===== src/rtl/move_input_conditioner_if.sv =====
// rtl/move_input_conditioner_if.sv - raw move buttons in, active-low move commands and busy out
interface move_input_conditioner_if;
    logic btn_right_n;
    logic btn_left_n;
    logic btn_up_n;
    logic btn_down_n;
    logic mov_right;
    logic mov_left;
    logic mov_up;
    logic mov_down;
    logic busy;

    modport master (
        output btn_right_n, btn_left_n, btn_up_n, btn_down_n,
        input  mov_right, mov_left, mov_up, mov_down, busy
    );

    modport slave (
        input  btn_right_n, btn_left_n, btn_up_n, btn_down_n,
        output mov_right, mov_left, mov_up, mov_down, busy
    );
endinterface


===== src/rtl/move_input_conditioner.sv =====
// rtl/move_input_conditioner.sv - sync/debounce/one-shot move buttons; auto-repeat under MOVE_AUTOREPEAT_EN
module move_input_conditioner #(
    parameter int SYNC_STAGES     = 2,
    parameter int DEBOUNCE_CYCLES = 4,
    parameter int PULSE_CYCLES    = 5,
    parameter int REPEAT_CYCLES   = 50
) (
    input  logic                     clk,
    input  logic                     reset,
    move_input_conditioner_if.slave  mif
);

    localparam int DW     = (DEBOUNCE_CYCLES > 1) ? $clog2(DEBOUNCE_CYCLES) : 1;
    localparam int PW     = (PULSE_CYCLES > 1) ? $clog2(PULSE_CYCLES) : 1;
    localparam int SETTLE = SYNC_STAGES + DEBOUNCE_CYCLES;
    localparam int SW     = $clog2(SETTLE + 1);
`ifdef MOVE_AUTOREPEAT_EN
    localparam int RW     = (REPEAT_CYCLES > 1) ? $clog2(REPEAT_CYCLES) : 1;
`endif

    typedef enum logic [1:0] {
        ST_IDLE,
        ST_PULSE,
        ST_WAIT_RELEASE
    } state_t;

    // Bit order everywhere: 0 = right, 1 = left, 2 = up, 3 = down (also the priority order).
    logic [3:0] btn_raw;
    logic [3:0] db_level;
    logic [3:0] armed;
    logic [3:0] press;
    logic [3:0] win;
    logic [SW-1:0] settle_cnt;

    state_t        state;
    logic [3:0]    dir;
    logic [3:0]    mov;
    logic          busy_q;
    logic [PW-1:0] pulse_cnt;
`ifdef MOVE_AUTOREPEAT_EN
    logic [RW-1:0] rep_cnt;
`endif

    assign btn_raw = {mif.btn_down_n, mif.btn_up_n, mif.btn_left_n, mif.btn_right_n};

    for (genvar g = 0; g < 4; g++) begin : g_btn
        logic [SYNC_STAGES-1:0] sync_q;
        logic [DW-1:0]          cnt;
        logic                   level;

        always_ff @(posedge clk or negedge reset) begin
            if (!reset) begin
                sync_q <= '1;
                cnt    <= '0;
                level  <= 1'b1;
            end else begin
                sync_q <= {sync_q[SYNC_STAGES-2:0], btn_raw[g]};
                if (sync_q[SYNC_STAGES-1] == level) begin
                    cnt <= '0;
                end else if (cnt == DW'(DEBOUNCE_CYCLES - 1)) begin
                    level <= sync_q[SYNC_STAGES-1];
                    cnt   <= '0;
                end else begin
                    cnt <= cnt + 1'b1;
                end
            end
        end

        assign db_level[g] = level;
    end

    // A button only becomes eligible after it has been seen released once the debouncers have
    // had time to reflect the post-reset button levels, so a button held through reset is ignored.
    always_ff @(posedge clk or negedge reset) begin
        if (!reset) begin
            settle_cnt <= '0;
            armed      <= '0;
        end else begin
            if (settle_cnt != SW'(SETTLE)) begin
                settle_cnt <= settle_cnt + 1'b1;
            end else begin
                armed <= armed | db_level;
            end
        end
    end

    assign press = armed & ~db_level;

    always_comb begin
        win = 4'b0000;
        if (press[0])      win = 4'b0001;
        else if (press[1]) win = 4'b0010;
        else if (press[2]) win = 4'b0100;
        else if (press[3]) win = 4'b1000;
    end

    always_ff @(posedge clk or negedge reset) begin
        if (!reset) begin
            state     <= ST_WAIT_RELEASE;
            dir       <= 4'b0000;
            mov       <= 4'b1111;
            busy_q    <= 1'b1;
            pulse_cnt <= '0;
`ifdef MOVE_AUTOREPEAT_EN
            rep_cnt   <= '0;
`endif
        end else begin
            case (state)
                ST_IDLE: begin
                    if (|press) begin
                        state     <= ST_PULSE;
                        dir       <= win;
                        mov       <= ~win;
                        busy_q    <= 1'b1;
                        pulse_cnt <= '0;
                    end
                end
                ST_PULSE: begin
                    if (pulse_cnt == PW'(PULSE_CYCLES - 1)) begin
                        state <= ST_WAIT_RELEASE;
                        mov   <= 4'b1111;
`ifdef MOVE_AUTOREPEAT_EN
                        rep_cnt <= '0;
`endif
                    end else begin
                        pulse_cnt <= pulse_cnt + 1'b1;
                        mov       <= ~dir;
                    end
                end
                ST_WAIT_RELEASE: begin
                    if (&db_level) begin
                        state  <= ST_IDLE;
                        busy_q <= 1'b0;
                    end
`ifdef MOVE_AUTOREPEAT_EN
                    // Repeat only while the latched direction is the sole button held.
                    else if (~db_level == dir) begin
                        if (rep_cnt == RW'(REPEAT_CYCLES - 1)) begin
                            state     <= ST_PULSE;
                            mov       <= ~dir;
                            pulse_cnt <= '0;
                        end else begin
                            rep_cnt <= rep_cnt + 1'b1;
                        end
                    end else begin
                        rep_cnt <= '0;
                    end
`endif
                end
                default: begin
                    state  <= ST_WAIT_RELEASE;
                    mov    <= 4'b1111;
                    busy_q <= 1'b1;
                end
            endcase
        end
    end

    assign mif.mov_right = mov[0];
    assign mif.mov_left  = mov[1];
    assign mif.mov_up    = mov[2];
    assign mif.mov_down  = mov[3];
    assign mif.busy      = busy_q;

endmodule

===== src/flat_wrapper.sv =====
// flat-port wrapper written by rule: the top's interface ports become plain ports
module move_input_conditioner_flat 
#(
    parameter int SYNC_STAGES     = 2,
    parameter int DEBOUNCE_CYCLES = 4,
    parameter int PULSE_CYCLES    = 5,
    parameter int REPEAT_CYCLES   = 50
)
  (clk, reset, mif_btn_right_n, mif_btn_left_n, mif_btn_up_n, mif_btn_down_n, mif_mov_right, mif_mov_left, mif_mov_up, mif_mov_down, mif_busy);
  move_input_conditioner_if mif_i ();
  input  logic clk;
  input  logic reset;
  input wire logic [$bits(mif_i.btn_right_n)-1:0] mif_btn_right_n;
  input wire logic [$bits(mif_i.btn_left_n)-1:0] mif_btn_left_n;
  input wire logic [$bits(mif_i.btn_up_n)-1:0] mif_btn_up_n;
  input wire logic [$bits(mif_i.btn_down_n)-1:0] mif_btn_down_n;
  output wire logic [$bits(mif_i.mov_right)-1:0] mif_mov_right;
  output wire logic [$bits(mif_i.mov_left)-1:0] mif_mov_left;
  output wire logic [$bits(mif_i.mov_up)-1:0] mif_mov_up;
  output wire logic [$bits(mif_i.mov_down)-1:0] mif_mov_down;
  output wire logic [$bits(mif_i.busy)-1:0] mif_busy;
  assign mif_i.btn_right_n = mif_btn_right_n;
  assign mif_i.btn_left_n = mif_btn_left_n;
  assign mif_i.btn_up_n = mif_btn_up_n;
  assign mif_i.btn_down_n = mif_btn_down_n;
  assign mif_mov_right = mif_i.mov_right;
  assign mif_mov_left = mif_i.mov_left;
  assign mif_mov_up = mif_i.mov_up;
  assign mif_mov_down = mif_i.mov_down;
  assign mif_busy = mif_i.busy;
  move_input_conditioner #(.SYNC_STAGES(SYNC_STAGES), .DEBOUNCE_CYCLES(DEBOUNCE_CYCLES), .PULSE_CYCLES(PULSE_CYCLES), .REPEAT_CYCLES(REPEAT_CYCLES)) u_core (.clk(clk), .reset(reset), .mif(mif_i));
endmodule

===== config.mk =====
export PLATFORM = sky130hd
export DESIGN_NAME = move_input_conditioner_flat
export DESIGN_NICKNAME = d
export VERILOG_FILES = /design/src/rtl/move_input_conditioner_if.sv /design/src/rtl/move_input_conditioner.sv /design/src/flat_wrapper.sv
export SDC_FILE = /design/constraint.sdc
export NUM_CORES = 1
export LEC_CHECK = 0
export CAP_MARGIN = 5
export CORE_MARGIN = 2
export CORE_UTILIZATION = 40
export DETAILED_ROUTE_END_ITERATION = 8
export GPL_TIMING_DRIVEN = 0
export PLACE_DENSITY_LB_ADDON = 0.3
export RECOVER_POWER = 50
export SLEW_MARGIN = 20
export SYNTH_ARGS = -nofsm -noshare
export SYNTH_HDL_FRONTEND = slang
export SYNTH_SLANG_ARGS = --single-unit

===== constraint.sdc =====
create_clock -name clk -period 1.7 [get_ports clk]
set_input_delay 0.34 -clock clk [delete_from_list [all_inputs] [get_ports clk]]
set_output_delay 0.34 -clock clk [all_outputs]
set_load 0.005 [all_outputs]

======== After elaboration in Yosys (flattened, before gate mapping) ========
Cells that the tools add are included.
word-level totals
  input bits .............................. 6
  word-level logic and storage cells ...... 90
  output and inout port bits .............. 5
  bits in registers ....................... 41
operators by class
  bitwise operators ....................... 11
  reductions and logical operators ........ 13
  add/sub/neg operators ................... 6
  equality and inequality tests ........... 16
  muxes and demuxes ....................... 25
operators with widths
  cell                   count
  $mux W4                6
  $mux W2                11
  $not A4 Y4             3
  $pmux W4 S3            1
  $reduce_and A2 Y1      6
  $eq A2 B2 Y1 const B   5
  $reduce_and A3 Y1      3
  $add A2 B1 Y2 const B  4
  $add A3 B1 Y3 const B  2
  $mux W3                2
  $ne A2 B1 Y1 const B   3
  $not A1 Y1             6
  $pmux W2 S3            1
  $pmux W3 S2            1
  $and A4 B4 Y4          1
  $eq A1 B1 Y1           4
  $or A4 B4 Y4           1
  $reduce_and A4 Y1      1
  $reduce_or A4 Y1       1
  $eq A3 B3 Y1 const B   1
  $ne A3 B3 Y1 const B   1
  $pmux W1 S3            1
  $eq A2 B1 Y1 const B   1
  $logic_not A2 Y1       1
  3 further kinds        4

======== Longest topological paths before layout ========
Gate-level depths: netlist (run 1).
  word-level depth ........................ 9
  mapped depth ............................ 6
  gate-level depth less buffers ........... 6

======== Worst setup path before layout (run 1) ========
Ideal clock, no wire load.
  path kind ............................... register to register
  start point ............................. reg u_core.g_btn[1].level
  end point ............................... reg u_core.mov[0]
  buffers on the path ..................... 0
  data required time ...................... 1639 ps
  cell stages (with the launch flop) ...... 5
  arrival time ............................ 1450 ps
  clock period less this slack ............ 1511 ps
  slack ................................... 189 ps
  library setup time ...................... 61 ps
  cell sequence ........................... dfstp_2 nor2b_2 or4_4 o21ai_2 a22o_1
on the way
  cells in the longest elaborated chain, start to end .. 7
  elaborated cells between the ends (all ways) .. 10
  classes of those cells .................. 1 x eq/ne; 4 x mux; 3 x bitwise; 2 x reduce/logical
RTL lines
  element                   line                           RTL
  start: declaration        move_input_conditioner.sv:49   logic level;
  start signal: assignment  move_input_conditioner.sv:61   level <= sync_q[SYNC_STAGES-1];
  $not A4 Y4 *              move_input_conditioner.sv:87   assign press = armed & ~db_level;
  $and A4 B4 Y4 *           move_input_conditioner.sv:87
  $mux W4                   move_input_conditioner.sv:92   else if (press[1]) win = 4'b0010;
  $mux W4                   move_input_conditioner.sv:91   if (press[0]) win = 4'b0001;
  $not A4 Y4                move_input_conditioner.sv:113  mov <= ~win;
  $mux W4                   move_input_conditioner.sv:110  if (|press) begin
  $pmux W4 S3               move_input_conditioner.sv:108  case (state)
  end signal: assignment    move_input_conditioner.sv:113
  end signal: assignment    move_input_conditioner.sv:127  mov <= ~dir;
  end: declaration          move_input_conditioner.sv:37   logic [3:0] mov;
Every way passes the cells marked *; elsewhere a longest branch is shown, timed or not. The select of a mux whose other input is x is not followed.
A chain may end at the register's enable or synchronous reset.

======== Worst setup path after layout (run 1) ========
  start point ............................. reg u_core.mov[2]
  end point ............................... out mif_mov_up
RTL lines
  element           line                RTL
  end: declaration  flat_wrapper.sv:19  output wire logic [$bits(mif_i.mov_up)-1:0] mif_mov_up;
No word-level cell between the ends.

==> results of run 1 <==
timing repair:
action                                  in CTS  in global routing
hold buffers                                 1                  0
resized for setup                            0                  2
hold endpoints to repair                     3                  0
endpoints found under the setup margin       0                  7
buffers inserted                             0                  1
metal layers:
layer  up-vias  part of all wire  track usage  routed length [um]
li1        515                 -            -                   -
met2        22              0.49       0.2115                1287
met3         5             0.044      0.03509                 114
met1       509              0.45       0.1579                1162
met4         0             0.016      0.05882                  41
met5         -                 0            0                   0
state kept, by name (all words and copies together) (netlist names):
register	cells
u_core.g_btn.sync_q	8
u_core.armed	4
u_core.state	2
u_core.g_btn.cnt	8
u_core.mov	4
u_core.pulse_cnt	3
u_core.mif.busy	1
u_core.dir	4
u_core.g_btn.level	4
u_core.settle_cnt	3
metrics by stage:
step	area [um2]	worst slack [ns]	util
6_report	2004	0.04118	0.4975
5_1_grt	2004	0.007343	0.4975
4_1_cts	1992	0.008686	0.4944
3_5_place_dp	1874	0.02876	0.4652
3_3_place_gp	1859	-0.5989	0.4615
2_1_floorplan	1697	0.1888	-
final timing paths:
path                                                startpoint                             endpoint  slack [ns]  depth (start not counted)
max                                  u_core.mov[2]$_DFFE_PN1P_                           mif_mov_up        0.04                          1
min                        u_core.g_btn[2].sync_q[0]$_DFF_PN1_  u_core.g_btn[2].sync_q[1]$_DFF_PN1_        0.35                          0
max reg2reg                  u_core.g_btn[1].level$_DFFE_PN1P_            u_core.mov[1]$_DFFE_PN1P_        0.10                          4
min reg2reg                u_core.g_btn[2].sync_q[0]$_DFF_PN1_  u_core.g_btn[2].sync_q[1]$_DFF_PN1_        0.35                          0
max in group asynchronous                                reset          u_core.state[1]$_DFFE_PN1P_        0.34                          3
min in group asynchronous                                reset            u_core.dir[1]$_DFFE_PN0P_        0.49                          2
area by class of cell:
cell class	instances	area, um2	share of cell area
Clock inverter	2	35.03	0.01748
Sequential cell	41	1049	0.5231
Buffer	1	5.005	0.002497
Tap cell	50	62.56	0.03121
Clock buffer	6	72.57	0.03620
Multi-Input combinational cell	89	650.6	0.3246
Inverter	3	11.26	0.005618
Timing Repair Buffer	13	118.9	0.05930
cells in the mapped netlist:
| cell | n | area, um2 |
|---|---|---|
| nor4_1 | 1 | 6.260 |
| dfstp_2 | 18 | 473.0 |
| a2bb2oi_1 | 1 | 8.760 |
| a31o_2 | 4 | 35.03 |
| a221oi_1 | 1 | 8.760 |
| a22o_1 | 6 | 52.55 |
| nand2b_1 | 2 | 12.51 |
| ha_1 | 8 | 100.1 |
| a21o_1 | 1 | 7.510 |
| and2_1 | 2 | 12.51 |
| dfrtp_1 | 23 | 575.6 |
| mux2_2 | 4 | 45.04 |
| nor2b_2 | 1 | 8.760 |
| nor2b_1 | 9 | 56.30 |
| a21oi_1 | 5 | 25.02 |
| inv_1 | 3 | 11.26 |
| nor2_1 | 9 | 33.78 |
| nor3_1 | 5 | 25.02 |
| or2_2 | 1 | 6.260 |
| xnor2_1 | 6 | 52.55 |
| a32o_1 | 1 | 10.01 |
| o31ai_1 | 1 | 7.510 |
| nand4_1 | 1 | 6.260 |
| nand2_1 | 8 | 30.03 |
| o21ai_0 | 5 | 25.02 |
| o41ai_2 | 1 | 16.27 |
| buf_2 | 1 | 5.000 |
| o21ai_2 | 1 | 8.760 |
| nand3_1 | 4 | 20.02 |
| or4_4 | 1 | 11.26 |
cell families after synthesis:
| family | Yosys count | share of synthesized area |
|---|---|---|
| buffers and inverters | 4 | 0.009584 |
| XOR/XNOR | 6 | 0.03097 |
| multiplexers | 4 | 0.02655 |
| flip-flops | 41 | 0.6180 |
| AND/OR/NAND/NOR | 44 | 0.1350 |
| adder cells (fa/ha/maj) | 8 | 0.05900 |
| AO/OA/AOI/OAI | 27 | 0.1209 |
where the power goes:
| part | switching [mW] | internal, mW |
|---|---|---|
| registers | 0.208 | 1.33 |
| logic | 0.545 | 0.538 |
| clock network | 0.314 | 0.435 |
| total | 1.07 | 2.30 |
==> out/results.ini, run 1 <==
[global_routing]
grt_pass1_wl_um = 4961
grt_pass1_vias = 1125
grt_overflow_total = 0
grt_usage = 0.1289
antenna_found_initial = 0
grt_max_degree = 34

[die]
num_rows = 23
ios = 11
die_x_um = 69.13
fp.coreArea_um2 = 4029
start_util = 0.4211
chipHeight_um = 69.13
die-area_um2 = 4778

[sta]
finClkSkew_ns = 0.006220
hold_viol_final = 0
tns_ns = 0
setup_viol = 0
rsz0062_at_grt = no
worstMarginPinSlew_ns = 0.5648
slew_violations = 0
period_share = 0.9758
whs_ns = 0.3496
slew_headroom = 0.6227
fmax_mhz = 602.8
period_needed_ns = 1.659

[synthesis]
synthDistinctLibCells = 30
synth_cells = 134
yosys_warnings = 0
synth.avg_cell_area_um2 = 12.66
yosysSeqAreaShare = 0.6180
synth_nets = 148
ys_ff_latch = 41
synthesis.area_um2 = 1697

[cts]
cts_tree = done
cts-buffers-inserted = 5
cts_root_buf = clkbuf_8
cts.sinks = 41
clock_path_buffers = 2
clk_pin_slew_ns = 0.08
cts_max_level = 2
clkLatencyLatePin_ns = 0.29

[pwr]
pwr_density_cell_nw_per_um2 = 1680
irDropWorstVdd_uv = 671.3
power_mw = 3.367
p_leak_nw = 0.8333

[routing]
drt-total-wl_um = 2606
drtIter0Drc = 88
wl_per_cell_um = 12.71
dr.pass1.iters = 4
drcViolationCount = 0
avgViaCountPerCell = 5.127
vias = 1051
ant_nets = 0

[layout]
drive_gt1_frac = 0.2516
final_common_cell = dfrtp_1
antennaDiodeCount = 0
final_net_count = 168
stdcell_count = 205
mostFrequentLayoutCells = 23 x dfrtp_1, 16 x dfstp_2, 9 x nor2b_1, 9 x nor2_1
area.growth.synth_to_final_pct = 18.14
nFillCells = 365

[setup_path]
worst_path_max_delay_cell = dfstp_2
crit_chain = clkdlybuf4s50_1
required_ns = 1.36
path_delay_family = flip-flops
crit_fanout = 2
path_buf_inv = 1
cp_slowest_stage_delay_ns = 0.54
critPathArrivalTime_ns = 1.32
worst-setup-path-type = flip-flop to output port
end_kind = output port
worstSetupStartpointType = flip-flop

[min_path]
hold_class = flip-flop to flip-flop

[placement]
port_buffers = 10
dp_hpwl_um = 1905
routabilityCongestion = 0.8713
dp.cells = 195

[run_status]
status = complete, no violations

[run]
cap_violations = 0

Note: power is estimated with default switching activity, not from simulation.
==> run 2: changes to the inputs <==
SLEW_MARGIN = 10   (was 20)
==> results of run 2 <==
Final layout, timing and power as in run 1 (identical DEF).
